<file path="src/rtl/pci_protocol_monitor.sv">
// pci_protocol_monitor: passive PCI bus observer.
// Follows each transaction through IDLE/DATA/TURN, counts data beats, and raises
// sticky error flags for protocol rule violations, parity mismatches and master aborts.
// Optional X/Z sanity checks on AD/C_BE_ are compiled in when PCI_MON_XCHECK_EN is defined
// (simulation only); the synthesizable behaviour and ports are identical either way.

module pci_protocol_monitor #(
    parameter int AD_WIDTH       = 32,
    parameter int CBE_WIDTH      = AD_WIDTH / 8,
    parameter int DEVSEL_TIMEOUT = 5,
    parameter int CNT_WIDTH      = 8
) (
    input  logic                 clk,
    input  logic                 reset,
    input  logic                 FRAME_,
    input  logic                 IRDY_,
    input  logic                 TRDY_,
    input  logic                 DEVSEL_,
    input  logic [CBE_WIDTH-1:0] C_BE_,
    input  logic [AD_WIDTH-1:0]  AD,
    input  logic                 PAR,
    input  logic                 err_clr,
    output logic                 busy,
    output logic [3:0]           cmd,
    output logic [CNT_WIDTH-1:0] beat_count,
    output logic                 txn_done,
    output logic [4:0]           err_flags,
    output logic [CNT_WIDTH-1:0] err_count
);

    localparam int                   TMO_WIDTH = $clog2(DEVSEL_TIMEOUT + 1);
    localparam logic [TMO_WIDTH-1:0] TMO_LIMIT = TMO_WIDTH'(DEVSEL_TIMEOUT);
    localparam logic [CNT_WIDTH-1:0] CNT_MAX   = '1;

    typedef enum logic [1:0] {
        IDLE = 2'd0,
        DATA = 2'd1,
        TURN = 2'd2
    } state_t;

    state_t                 state_q, state_d;
    logic                   busy_q, busy_d;
    logic [3:0]             cmd_q, cmd_d;
    logic [CNT_WIDTH-1:0]   beatCount_q, beatCount_d;
    logic                   txnDone_q, txnDone_d;
    logic [4:0]             errFlags_q, errFlags_d;
    logic [CNT_WIDTH-1:0]   errCount_q, errCount_d;
    logic [TMO_WIDTH-1:0]   tmoCount_q, tmoCount_d;
    logic                   aborted_q, aborted_d;
    logic                   parPending_q, parPending_d;
    logic                   framePrev_q;
    logic [AD_WIDTH-1:0]    adPrev_q;
    logic [CBE_WIDTH-1:0]   cbePrev_q;

    logic                   addrPhase;
    logic                   transfer;
    logic [4:0]             newErr;
    logic [TMO_WIDTH-1:0]   tmoInc;
    logic [CNT_WIDTH-1:0]   beatInc;
    logic [CNT_WIDTH-1:0]   errInc;

    assign tmoInc  = tmoCount_q + 1'b1;
    assign beatInc = beatCount_q + 1'b1;
    assign errInc  = errCount_q + 1'b1;

    // Next-state decode: transaction FSM, beat/timeout counters and per-cycle error detection.
    always_comb begin
        state_d      = state_q;
        cmd_d        = cmd_q;
        beatCount_d  = beatCount_q;
        txnDone_d    = 1'b0;
        tmoCount_d   = tmoCount_q;
        aborted_d    = aborted_q;
        newErr       = '0;
        addrPhase    = 1'b0;
        transfer     = 1'b0;

        case (state_q)
            IDLE: begin
                if (!FRAME_) begin
                    addrPhase = 1'b1;
                end
                if (!IRDY_ && FRAME_) begin
                    newErr[4] = 1'b1;
                end
            end
            DATA: begin
                transfer = !IRDY_ && !TRDY_;
                if (transfer && (beatCount_q != CNT_MAX)) begin
                    beatCount_d = beatInc;
                end
                if (aborted_q) begin
                    // After a master abort only the master releasing the bus ends the transaction.
                    if (FRAME_ && IRDY_) begin
                        txnDone_d = 1'b1;
                        state_d   = TURN;
                    end
                end else begin
                    if (transfer && FRAME_) begin
                        txnDone_d = 1'b1;
                        state_d   = TURN;
                    end
                    if (DEVSEL_) begin
                        tmoCount_d = tmoInc;
                        if (tmoInc == TMO_LIMIT) begin
                            aborted_d = 1'b1;
                            newErr[3] = 1'b1;
                        end
                    end
                end
                if (!framePrev_q && FRAME_ && IRDY_) begin
                    newErr[0] = 1'b1;
                end
            end
            TURN: begin
                if (!FRAME_) begin
                    addrPhase = 1'b1;
                end else begin
                    state_d = IDLE;
                end
            end
            default: begin
                state_d = IDLE;
            end
        endcase

        if (addrPhase) begin
            cmd_d       = C_BE_[3:0];
            beatCount_d = '0;
            tmoCount_d  = '0;
            aborted_d   = 1'b0;
            state_d     = DATA;
        end

        if (!TRDY_ && DEVSEL_) begin
            newErr[1] = 1'b1;
        end
        if (parPending_q && (PAR != ^{adPrev_q, cbePrev_q})) begin
            newErr[2] = 1'b1;
        end

        parPending_d = addrPhase || transfer;
        busy_d       = (state_d != IDLE);

        // A fresh error in the same cycle as a clear survives the clear.
        if (err_clr) begin
            errFlags_d = newErr;
        end else begin
            errFlags_d = errFlags_q | newErr;
        end
        if (|newErr) begin
            if (err_clr) begin
                errCount_d = CNT_WIDTH'(1);
            end else if (errCount_q != CNT_MAX) begin
                errCount_d = errInc;
            end else begin
                errCount_d = errCount_q;
            end
        end else if (err_clr) begin
            errCount_d = '0;
        end else begin
            errCount_d = errCount_q;
        end
    end

    // State and history registers with synchronous reset; reset drops any transaction silently.
    always_ff @(posedge clk) begin
        if (reset) begin
            state_q      <= IDLE;
            busy_q       <= 1'b0;
            cmd_q        <= '0;
            beatCount_q  <= '0;
            txnDone_q    <= 1'b0;
            errFlags_q   <= '0;
            errCount_q   <= '0;
            tmoCount_q   <= '0;
            aborted_q    <= 1'b0;
            parPending_q <= 1'b0;
            framePrev_q  <= 1'b0;
            adPrev_q     <= '0;
            cbePrev_q    <= '0;
        end else begin
            state_q      <= state_d;
            busy_q       <= busy_d;
            cmd_q        <= cmd_d;
            beatCount_q  <= beatCount_d;
            txnDone_q    <= txnDone_d;
            errFlags_q   <= errFlags_d;
            errCount_q   <= errCount_d;
            tmoCount_q   <= tmoCount_d;
            aborted_q    <= aborted_d;
            parPending_q <= parPending_d;
            framePrev_q  <= FRAME_;
            adPrev_q     <= AD;
            cbePrev_q    <= C_BE_;
        end
    end

    assign busy       = busy_q;
    assign cmd        = cmd_q;
    assign beat_count = beatCount_q;
    assign txn_done   = txnDone_q;
    assign err_flags  = errFlags_q;
    assign err_count  = errCount_q;

`ifdef PCI_MON_XCHECK_EN
`ifndef SYNTHESIS
    // Simulation-only X/Z sanity checks on the bus, silent while reset is held.
    always @(posedge clk) begin
        if (!reset) begin
            if (addrPhase && $isunknown({AD, C_BE_})) begin
                $display("pci_protocol_monitor: X/Z on AD/C_BE_ in address phase at %0t", $time);
            end
            if (transfer && $isunknown({AD, C_BE_})) begin
                $display("pci_protocol_monitor: X/Z on AD/C_BE_ during transfer at %0t", $time);
            end
            if ((state_q == DATA) && $isunknown(C_BE_)) begin
                $display("pci_protocol_monitor: X/Z on C_BE_ in data phase at %0t", $time);
            end
        end
    end
`endif
`else
    // X/Z checks not built; monitor behaviour is unaffected.
`endif

endmodule
</file>
<file path="config.mk">
export PLATFORM = sky130hd
export DESIGN_NAME = pci_protocol_monitor
export DESIGN_NICKNAME = d
export VERILOG_FILES = /design/src/rtl/pci_protocol_monitor.sv
export SDC_FILE = /design/constraint.sdc
export NUM_CORES = 1
export LEC_CHECK = 0
export ABC_CLOCK_PERIOD_IN_PS = 3300
export BUFFER_PORTS_ARGS = -buffer_cell sky130_fd_sc_hd__buf_2
export CORE_MARGIN = 2
export CORE_UTILIZATION = 35
export DETAILED_ROUTE_END_ITERATION = 8
export PLACE_DENSITY = 0.68
export SLEW_MARGIN = 10
export SYNTH_ARGS = -nofsm -noshare
export SYNTH_HDL_FRONTEND = slang
export SYNTH_SLANG_ARGS = --single-unit
</file>
<file path="constraint.sdc">
create_clock -name clk -period 3.3 [get_ports clk]
set_input_delay 0.66 -clock clk [delete_from_list [all_inputs] [get_ports clk]]
set_output_delay 0.66 -clock clk [all_outputs]
set_load 0.005 [all_outputs]
</file>
## Yosys cells after proc, flatten, opt, wreduce, memory -nomap -nowiden

Cells that the tools add are included.

- Flip-flop bits (word level): 71
- Input bits: 44
- Output and inout port bits: 27
- Word-level logic and storage cells: 78

- $add $sub $neg: 3
- Equal/unequal tests: 6
- Mux-type cells: 28
- Bitwise operators: 3
- Reductions and logical operators: 25

Operators with widths:

| kind | count |
|---|---|
| $reduce_xor A36 Y1 | 1 |
| $mux W8 | 4 |
| $mux W1 | 17 |
| $add A8 B1 Y8 const B | 2 |
| $ne A8 B8 Y1 const B | 2 |
| $mux W2 | 5 |
| $logic_and A1 B1 Y1 | 9 |
| $pmux W2 S3 | 1 |
| $reduce_bool A2 Y1 | 3 |
| $reduce_or A2 Y1 | 3 |
| $mux W5 | 1 |
| $or A5 B5 Y5 | 1 |
| $reduce_or A5 Y1 | 1 |
| $reduce_and A2 Y1 | 2 |
| $add A3 B1 Y3 const B | 1 |
| $eq A3 B3 Y1 const B | 1 |
| $logic_not A1 Y1 | 3 |
| $reduce_and A3 Y1 | 1 |
| $eq A2 B1 Y1 const B | 1 |
| $eq A2 B2 Y1 const B | 1 |
| $logic_not A2 Y1 | 1 |
| $not A1 Y1 | 2 |
| $logic_or A1 B1 Y1 | 1 |
| $ne A1 B1 Y1 | 1 |

## Longest topological paths before layout

- Word-level depth: 9
- Depth in mapped cells: 9
- Depth with buffers taken out: 8

## Worst setup path before layout

OpenSTA, ideal clock, no wires.

- Path kind: input -> register
- From: input port PAR
- To: register errCount_q[4], in the netlist err_count[4]
- Library setup time: 0.116 ns
- Arrival time: 2.145 ns
- Data required time: 3.184 ns
- Slack: 1.039 ns
- Cell stages on the path: 8
- Buffers on the path: 1
- Cells stage by stage: xnor2_1 > xnor2_1 > xnor2_2 > xnor3_1 > mux2i_1 > o21ai_2 > buf_6 > a41o_1

- Longest elaborated chain between the ends: 6
- Elaborated cells on any way between the ends: 7
- Those cells by class: 1 x eq/ne; 2 x mux; 4 x reduce/logical

Ends and longest elaborated chain:

| item | line | source |
|---|---|---|
| from (decl) | 21 | `input logic PAR,` |
| $ne A1 B1 Y1 (*) | 138 | `if (parPending_q && (PAR != ^{adPrev_q, cbePrev_q})) begin` |
| $logic_and A1 B1 Y1 (*) | 138 |  |
| $mux W1 (*) | 138 |  |
| $reduce_or A5 Y1 (*) | 151 | `if (\|newErr) begin` |
| $reduce_bool A2 Y1 (no source line) | n/a |  |
| $reduce_and A2 Y1 (no source line) | n/a |  |
| to (signal assigned) | 189 | `errCount_q <= errCount_d;` |
| to (decl) | 47 | `logic [CNT_WIDTH-1:0] errCount_q, errCount_d;` |

Every way passes the cells marked *; elsewhere a longest branch is shown, timed or not.
A chain may end at the register's enable or synchronous reset.

## Worst setup path after layout

- From: register state_q[0]
- To: register errCount_q[4], in the netlist err_count[4]

- Longest elaborated chain between the ends: 5
- Elaborated cells on any way between the ends: 9
- Those cells by class: 1 x eq/ne; 4 x mux; 4 x reduce/logical

Ends and longest elaborated chain:

| item | line | source |
|---|---|---|
| from (decl) | 41 | `state_t state_q, state_d;` |
| from (signal assigned) | 183 | `state_q <= state_d;` |
| $eq A2 B1 Y1 / $logic_not A2 Y1 (equally long branches) | 78 | `case (state_q)` |
| $mux W1 | 78 |  |
| $reduce_or A5 Y1 (*) | 151 |  |
| $reduce_bool A2 Y1 (no source line) | n/a |  |
| $reduce_and A2 Y1 (no source line) | n/a |  |

Marks and branches as above.

==> flow_metrics.env <==
export IMPL_synth_edf_count=0
export IMPL_finalMaxSlewViolations=0
export IMPL_grt_setup_unrepaired="no"
export IMPL_synth_top_area_share_pct=50.6
export IMPL_synth_main_ff_cell="dfxtp_1"
export IMPL_ant_nets=0
export IMPL_post_route_util_pct=44.4
export IMPL_cts_buffers=9
export IMPL_seqPwrFrac_pct=49.0
export IMPL_area_delta_synth_final_pct=22.6
export IMPL_critPathKind="reg -> reg"
export IMPL_grt_max_degree=41
export IMPL_power_switching_mw=0.496
export IMPL_pwr_share_comb_pct=16.3
export IMPL_synth_area_leader_cell="dfxtp_1"
export IMPL_gp_congestion=0.831
export IMPL_post_cts_repair_setup_buffers=0
export IMPL_start_kind="flop"
export IMPL_fill_cells=782
export IMPL_drtIter0Drc=33
export IMPL_rows=32
export IMPL_worstMarginPinSlew_ns=0.619
export IMPL_place_area_um2=3260
export IMPL_netlist_instances=280
export IMPL_fmax_ghz=0.407
export IMPL_root_buffer="clkbuf_8"
export IMPL_routed_via_density=4.56
export IMPL_boundaryPins=71
export IMPL_avgSynthCellArea_um2=10.0
export IMPL_drc=0
export IMPL_io_buffers=70
export IMPL_fin_nets=401
export IMPL_synthArstFlopShare_pct=0
export IMPL_fin_worst_skew_ns=0.00825
export IMPL_peakVddDrop_mv=0.165
export IMPL_htreeDepth=3
export IMPL_die_y_um=93.6
export IMPL_power_leakage_nw=1.55
export IMPL_track_usage_pct=13.0
export IMPL_yosysWarningCount=0
export IMPL_ys_types=38
export IMPL_coreArea_um2=7770
export IMPL_setup_viol=0
export IMPL_worstSetupEndpointType="flop"
export IMPL_drive_gt1_share_pct=26.3
export IMPL_seq_area_frac_synth_pct=50.6
export IMPL_powerDensity_nw_per_um2=545
export IMPL_p_int_mw=1.38
export IMPL_gr_total_overflow=0
export IMPL_cts_sinks=71
export IMPL_grt_pass1_wl_um=8800
export IMPL_register_area_um2=1420
export IMPL_ctsHoldBuffers=0
export IMPL_wl_per_cell_um=12.0
export IMPL_design_area_um2=3450
export IMPL_synthesis_area_um2=2810
export IMPL_vias=2097
export IMPL_firstDrtPassIters=4
export IMPL_place_detailed_hpwl_um=4030
export IMPL_synth_nets=328
export IMPL_fin_crit_ns=2.46
export IMPL_period_share_pct=74.5
export IMPL_start_util_pct=36.2
export IMPL_antenna_found_initial=0
export IMPL_cp_arrival_ns=2.69
export IMPL_design_die_area_um2=8770
export IMPL_grt_pass1_vias=1986
export IMPL_fin_setup_tns_ns=0
export IMPL_cts_buffer_depth=2
export IMPL_finalHoldViolations=0
export IMPL_p_clk_share_pct=34.7
export IMPL_multi_input_area_um2=1330
export IMPL_synthTopCellsByArea="dfxtp_1, nor2b_1, xnor2_1"
export IMPL_synth_seq_cells=71
export IMPL_drt_total_wl_um=5510
export IMPL_clk_pin_slew_ns=0.08
export IMPL_max_cap_violations=0
export IMPL_max_slew_margin_pct=58.7
export IMPL_status="completed"
export IMPL_n_antenna_cell=0
export IMPL_critPathRequiredTime_ns=3.53
export IMPL_path_max_fanout=13
export IMPL_die_w_um=93.6
export IMPL_hold_class="reg -> reg"
export IMPL_postCtsResizedCells=0
export IMPL_cts_tree="built"
export IMPL_clock_latency_ns=0.34
export IMPL_p_sw_share_pct=26.4
-- power groups by stage --
stage | Clock [mW] | Combinational (mW) | Sequential (mW)
6_report | 0.651 | 0.307 | 0.920
5_1_grt | 0.720 | 0.337 | 0.924
4_1_cts | 0.675 | 0.312 | 0.921
3_5_place_dp | 0 | 0.309 | 0.941
3_3_place_gp | 0 | 0.303 | 0.939
2_1_floorplan | 0 | 0.235 | 0.937
-- synth_stat cells (all sizes together), types with 2 or more instances --
library cell and number:
a31o 3, xnor2 26, nor2 23, nand4 3
and3 7, nor3b 2, dfxtp 71, a21oi 16
nand2b 3, xnor3 4, a41o 2, o21ai 4
xor2 10, clkbuf 7, ha 4, nand2 25
buf 2, a31oi 3, and2 3, nor2b 37
or2 2, mux2i 5, or3 4, inv 4
nand3 2
-- cell families after synthesis --
group | synth area share [%]
mux | 1.78
fa+ha+maj | 1.78
buf+inv | 2.00
flops | 50.6
xor+xnor | 14.7
simple gates | 22.1
compound gates | 7.12
-- registers in the layout, summed over array words and instances (netlist names) --
name,cells
adPrev_q,32
beat_count,8
err_count,8
err_flags,5
cbePrev_q,4
cmd,4
tmoCount_q,3
state_q,2
aborted_q,1
busy,1
framePrev_q,1
parPending_q,1
txn_done,1
-- cells in the final DEF, fill, tap and decap left out, types with 4 or more instances in the layout --
master / count
nand2_1: 25
and3_1: 7
mux2i_1: 5
inv_1: 4
xor2_1: 10
xnor3_1: 4
clkbuf_8: 11
dfxtp_1: 71
xnor2_1: 25
a21oi_1: 14
nor2b_1: 37
ha_1: 4
or3_1: 4
buf_2: 70
nor2_1: 23
-- layer usage --
| metal | part of all wire [%] | vias up | track usage (%) |
|---|---|---|---|
| li1 | - | 1067 | - |
| met1 | 47 | 968 | 16.2 |
| met2 | 44 | 50 | 20.1 |
| met3 | 6.4 | 12 | 3.87 |
| met4 | 2.7 | 0 | 7.25 |
| met5 | 0 | - | 0 |
-- path summary, 6_finish.rpt --
check | startpoint | to | slack, ns | depth (start not counted)
worst max-delay path | state_q[0]$_SDFF_PP0_ | err_count[4]$_SDFFE_PP0P_ | 0.84 | 7
worst min-delay path | cmd[0]$_SDFFE_PP0P_ | cmd[0]$_SDFFE_PP0P_ | 0.46 | 2
worst max register to register | state_q[0]$_SDFF_PP0_ | err_count[4]$_SDFFE_PP0P_ | 0.84 | 7
worst min register to register | cmd[0]$_SDFFE_PP0P_ | cmd[0]$_SDFFE_PP0P_ | 0.46 | 2
-- metrics by stage --
step	std cells	setup WS [ns]	hold slack [ns]	power [mW]
after floorplan	280	1.04	0.453	1.17
after global placement	444	0.752	0.445	1.24
after detailed placement	444	0.635	0.448	1.25
after CTS	460	0.862	0.460	1.91
after global routing	460	0.663	0.483	1.98
final	460	0.842	0.461	1.88
-- layout make-up --
class	count	share of cell area [%]
clock buffers	11	4.39
clock inverters	5	1.16
inverters	4	0.436
multi-input cells	196	38.7
flip-flops and latches	71	41.2
well taps	102	3.70
repair buffers	71	10.4
-- worst max-delay path, stage by stage, from the launching register on --
cell      delay [ns]
dfxtp_1         0.38
nand2b_1        0.13
nor3b_1         0.52
nand2_1         0.15
and4b_1         0.26
o21ai_2         0.50
a31oi_1         0.18
a41o_1          0.22
Power figures use the tool's default switching activity.
